**config.mk**
```make
export PLATFORM = sky130hd
export DESIGN_NAME = exonbus_seq
export DESIGN_NICKNAME = d
export VERILOG_FILES = /design/src/rtl/exonbus_seq.sv
export SDC_FILE = /design/constraint.sdc
export NUM_CORES = 1
export LEC_CHECK = 0
export ABC_AREA = 1
export ABC_CLOCK_PERIOD_IN_PS = 5750
export CAP_MARGIN = 5
export CORE_UTILIZATION = 50
export DETAILED_ROUTE_END_ITERATION = 10
export PLACE_DENSITY_LB_ADDON = 0.05
export SYNTH_ARGS = -nofsm -noshare
export SYNTH_HDL_FRONTEND = slang
export SYNTH_SLANG_ARGS = --single-unit
```
**constraint.sdc**
```tcl
create_clock -name clk -period 5.75 [get_ports clk]
set_clock_uncertainty 0.2 [all_clocks]
set_input_delay 0.8625 -clock clk [delete_from_list [all_inputs] [get_ports clk]]
set_output_delay 0.8625 -clock clk [all_outputs]
set_load 0.05 [all_outputs]
```
**src/rtl/exonbus_seq.sv**
```systemverilog
// exonbus_seq: transfer-bus initiator; queues src->dst move commands and sequences bus enables/loads.
// Ports: clk, rst_n (async, active-low); cmd_valid/cmd_ready/cmd_src/cmd_dst command push;
//        eni/ena/enb/enc bus drive enables; lda/ldb/ldc load strobes; busy, done, err, xfer_cnt status.
module exonbus_seq #(
  parameter int DEPTH      = 4,
  parameter int SETTLE_CYC = 1
) (
  input  logic       clk,
  input  logic       rst_n,
  input  logic       cmd_valid,
  output logic       cmd_ready,
  input  logic [1:0] cmd_src,
  input  logic [2:0] cmd_dst,
  output logic       eni,
  output logic       ena,
  output logic       enb,
  output logic       enc,
  output logic       lda,
  output logic       ldb,
  output logic       ldc,
  output logic       busy,
  output logic       done,
  output logic       err,
  output logic [7:0] xfer_cnt
);
  localparam int AW = (DEPTH > 1) ? $clog2(DEPTH) : 1;
  localparam logic [AW:0] FULL = (AW + 1)'(DEPTH);
  typedef enum logic [1:0] {IDLE, DRIVE, LOAD, GAP} state_t;
  state_t state_q, state_d;
  logic [4:0] mem_q [DEPTH];
  logic [AW-1:0] wr_q, rd_q;
  logic [AW:0] cnt_q;
  logic [3:0] settle_q, settle_d;
  logic [1:0] src_q, src_d;
  logic [2:0] dst_q, dst_d;
  logic [3:0] en_q, en_d;
  logic [2:0] ld_q, ld_d;
  logic done_q, done_d, err_q, err_d;
  logic [7:0] xfer_q, xfer_d;
  logic push, pop;
  logic [1:0] head_src;
  logic [2:0] head_dst;
  assign cmd_ready = cnt_q != FULL;
  assign push = cmd_valid && cmd_ready;
  assign pop = state_q == IDLE && cnt_q != '0;
  assign {head_src, head_dst} = mem_q[rd_q];
  always_ff @(posedge clk) begin
    if (push) mem_q[wr_q] <= {cmd_src, cmd_dst};
  end
  always_ff @(posedge clk or negedge rst_n) begin
    if (!rst_n) begin
      wr_q  <= '0;
      rd_q  <= '0;
      cnt_q <= '0;
    end else begin
      if (push) wr_q <= wr_q + 1'b1;
      if (pop) rd_q <= rd_q + 1'b1;
      cnt_q <= cnt_q + (AW + 1)'(push) - (AW + 1)'(pop);
    end
  end
  always_comb begin
    state_d  = state_q;
    settle_d = settle_q;
    src_d    = src_q;
    dst_d    = dst_q;
    err_d    = 1'b0;
    case (state_q)
      IDLE: begin
        if (pop) begin
          if (head_dst == 3'b000) err_d = 1'b1;
          else begin
            src_d    = head_src;
            dst_d    = head_dst;
            settle_d = 4'(SETTLE_CYC);
            state_d  = (SETTLE_CYC == 0) ? LOAD : DRIVE;
          end
        end
      end
      DRIVE: begin
        settle_d = settle_q - 4'd1;
        if (settle_q <= 4'd1) state_d = LOAD;
      end
      LOAD:    state_d = GAP;
      GAP:     state_d = IDLE;
      default: state_d = IDLE;
    endcase
  end
  // Outputs are registered from the next state so they line up with the state they describe.
  assign en_d   = (state_d == DRIVE || state_d == LOAD) ? (4'b0001 << src_d) : 4'b0000;
  assign ld_d   = (state_d == LOAD) ? dst_d : 3'b000;
  assign done_d = state_d == GAP;
  assign xfer_d = xfer_q + 8'(done_d);
  always_ff @(posedge clk or negedge rst_n) begin
    if (!rst_n) begin
      state_q  <= IDLE;
      settle_q <= '0;
      src_q    <= '0;
      dst_q    <= '0;
      en_q     <= '0;
      ld_q     <= '0;
      done_q   <= 1'b0;
      err_q    <= 1'b0;
      xfer_q   <= '0;
    end else begin
      state_q  <= state_d;
      settle_q <= settle_d;
      src_q    <= src_d;
      dst_q    <= dst_d;
      en_q     <= en_d;
      ld_q     <= ld_d;
      done_q   <= done_d;
      err_q    <= err_d;
      xfer_q   <= xfer_d;
    end
  end
  assign {enc, enb, ena, eni} = en_q;
  assign {ldc, ldb, lda} = ld_q;
  assign done = done_q;
  assign err = err_q;
  assign xfer_cnt = xfer_q;
  assign busy = state_q != IDLE || cnt_q != '0;
endmodule
```
==> metrics.md <==
| Metric | Value |
|---|---|
| Most frequent cells in the layout | `nand2_1 (42), dfrtp_1 (35), inv_1 (27), clkdlybuf4s50_1 (26), nand3_1 (22)` |
| Crit-path cells | `nor3_2 > nand2_1 > clkdlybuf4s50_1` |
| DIE WIDTH | `just over 70 um` |
| Vias | `1471` |
| Setup-failing EPs final | `0` |
| Vias per inst | `4.82` |
| Cts repair resizes | `0` |
| TritonCTS Buffers | `5` |
| Synthesized flop and latch total | `55` |
| Max Fclk | `354 MHz` |
| Final hold violation count | `0` |
| Ports | `27` |
| Gp weighted congestion | `0.738` |
| Post-Synth Adder-Cell Area | `6.65%` |
| Register area share after synthesis | `between 60% and 70%` |
| Critical path class | `flip-flop to output pin` |
| Cts hold-fix bufs | `0` |
| Avg WL per Cell | `11.7 um` |
| Final nets | `273` |
| PortBufs | `26` |
| Remaining DRCs | `0` |
| Setup_tns | `0 ps` |
| Synth Area in Compound Gates | `2.53%` |
| Relative slew margins | `65.1%` |
| CTS Root Cell | `clkbuf_8` |
| Number of setup buffers added after CTS | `0` |
| Routed WL | `3.57 mm` |
| Endpoint type of the worst setup path | `output pin` |
| Unique masters post-synth | `24` |
| Synthesis Warnings | `0` |
| Dpl hpwl | `around 2.6 mm` |
| CP peak stage delay | `around 700 ps` |
| RSZ-0062 raised after global routing | `false` |
| Max-cap violations | `0` |
| Worst-Margin Slew | `521 ps` |
| # diodes | `0` |
| CORE AREA | `between 4000 and 5000 um2` |
| Result of the run | `complete, no violations` |
| Power Dens Cells | `575 nW/um2` |
| Slowest CP cell | `clkdlybuf4s50_1` |
| Vias in the first global route | `approximately 1500` |
| Number of H-tree levels | `2` |
| Fillers | `372` |
| Drt pass-1 iters | `6` |
| Synth Area in XOR/XNOR | `3.69%` |
| GRT Residual Overflow | `0` |
| Syn Area/Cell | `10.7 um2` |
| Mapped Nets | `241` |
| Final slew viol count | `0` |
| First-pass GRT wire length | `6.24 mm` |
| Die Area | `around 5000 um2` |
| Placed Instances | `298` |
| Commonest non-fill, non-tap cell in the layout | `nand2_1` |
| Largest family of logic cells by synthesized area | `simple AND/OR/NAND/NOR gates` |
| Crit-path max FO | `4` |
| Simple-Gate Fraction of Synth Area | `19.4%` |
| Initial cell density of the core | `53.4%` |
| CTS clk-pin slew, worst paths | `around 90 ps` |
| Mux contribution to synthesized area | `0%` |
| Synth Cell Area | `around 2400 um2` |
| Share of cells above drive strength 1 | `under 10%` |
| Gr usage total | `between 15 and 20%` |
| Max VDD drop | `0.223 mV` |
| Worst skew pair latency | `300 ps` |
| Crit start category | `flip-flop` |
| P&R area growth vs syn | `16.8%` |
| Starting DRT DRC Count | `61` |
| Height of the die | `70.9 um` |
| Non-Filler Instances | `305` |
| Final period util | `between 40% and 50%` |
| LEAKAGE | `1.28 nW` |
| CTS tree | `done` |
| Max clock buf depth | `2` |
| Hold WC Path Type | `flip-flop to flip-flop` |
| Syn Inst Count | `221` |
| Final hold slack | `between 200 and 300 ps` |
| Arrival @ worst endpoint | `1760 ps` |
| Final ANT Viol Nets | `0` |
| Critical path required time | `4690 ps` |
| Largest net degree at the start of global routing | `36` |
| CTS sink cnt | `55` |
| Antenna violations before repair | `0` |
| Final Critical Period | `between 2000 and 3000 ps` |
| Cell Rows | `24` |
-- cells in the mapped netlist --
master | instances | area share [%]
a21oi_1 | 4 | 0.84
buf_2 | 1 | 0.21
buf_4 | 1 | 0.32
dfrtp_1 | 35 | 37
edfxtp_1 | 20 | 25
fa_1 | 1 | 0.84
ha_1 | 11 | 5.8
inv_1 | 27 | 4.3
inv_2 | 4 | 0.63
nand2_1 | 42 | 6.6
nand2_2 | 5 | 1.3
nand2_4 | 1 | 0.47
nand3_1 | 22 | 4.6
nand3_2 | 2 | 0.84
nand3_4 | 1 | 0.74
nor2_1 | 21 | 3.3
nor2_2 | 2 | 0.53
nor3_1 | 1 | 0.21
nor3_2 | 1 | 0.42
o21ai_0 | 7 | 1.5
o21ai_1 | 1 | 0.21
or2_2 | 1 | 0.26
xnor2_1 | 3 | 1.1
xor2_1 | 7 | 2.6
-- per-stage QoR --
stage / util (%) / total power [mW] / worst slack (ps) / instance area [um2]
2_1_floorplan: - / 1.21 / 3290 / 2370
3_5_place_dp: 60.6 / 1.41 / 2830 / 2690
5_1_grt: 62.3 / 1.73 / 2840 / 2770
4_1_cts: 62.3 / 1.61 / 2890 / 2770
3_3_place_gp: 60.6 / 1.40 / 2880 / 2690
6_report: 62.3 / 1.59 / 2930 / 2770
-- state kept, by name, indices dropped and copies added (netlist names) --
| name | flops |
|---|---|
| ld_q | 3 |
| rd_q | 2 |
| en_q | 4 |
| dst_q | 3 |
| cnt_q | 3 |
| src_q | 2 |
| mem_q | 20 |
| wr_q | 2 |
| state_q | 2 |
| settle_q | 4 |
| err | 1 |
| xfer_cnt | 8 |
| done | 1 |
-- per-layer routing --
layer / GRT usage (%) / vias up / wire [um]
li1: - / 767 / -
met1: 19.4 / 664 / 1670
met2: 27.9 / 33 / 1680
met3: 4.99 / 7 / 158
met4: 6.44 / 0 / 61
met5: 0 / - / 0
-- worst max-delay path, delay by kind of cell (launching register included) --
| kind | cells | cell delay [ps] |
|---|---|---|
| buffers and inverters | 1 | 700 |
| DFF | 1 | 450 |
| and+or+nand+nor | 2 | 300 |
-- path summary, 6_finish.rpt --
path	startpoint	end	slack [ps]	cells after the start
worst max-delay path	cnt_q[1]$_DFF_PN0_	busy	2930	3
worst min-delay path	xfer_cnt[7]$_DFF_PN0_	xfer_cnt[7]$_DFF_PN0_	270	1
worst max register to register	cnt_q[1]$_DFF_PN0_	cnt_q[2]$_DFF_PN0_	3410	10
worst min register to register	xfer_cnt[7]$_DFF_PN0_	xfer_cnt[7]$_DFF_PN0_	270	1
max in group asynchronous	rst_n	rd_q[0]$_DFFE_PN0N_	4260	2
min in group asynchronous	rst_n	xfer_cnt[7]$_DFF_PN0_	780	2
-- report_power, final --
group	total, mW	internal (mW)	switching, mW	leakage, nW
Combinational	0.767	0.260	0.508	0.613
Clock	0.196	0.0840	0.112	0.0416
Sequential	0.630	0.543	0.0874	0.625
-- kinds of logic (layout without fill, tap and decap cells) --
logic type | Yosys count | count (layout)
xor gates and xnor gates | 10 | 10
DFF | 55 | 55
buffers and inverters | 33 | 65
and+or+nand+nor | 99 | 99
adders and majority gates | 12 | 12
AOI/OAI and AO/OA | 12 | 12
-- area by class of cell --
cell class	count	area, um2	share of cell area (%)
Sequential cell	55	1480	53.3
Clock buffer	6	72.6	2.62
Clock inverter	1	6.26	0.226
Multi-Input combinational cell	133	766	27.6
Inverter	31	116	4.20
Timing Repair Buffer	27	268	9.67
Tap cell	52	65.1	2.35
Power figures use the tool's default switching activity.
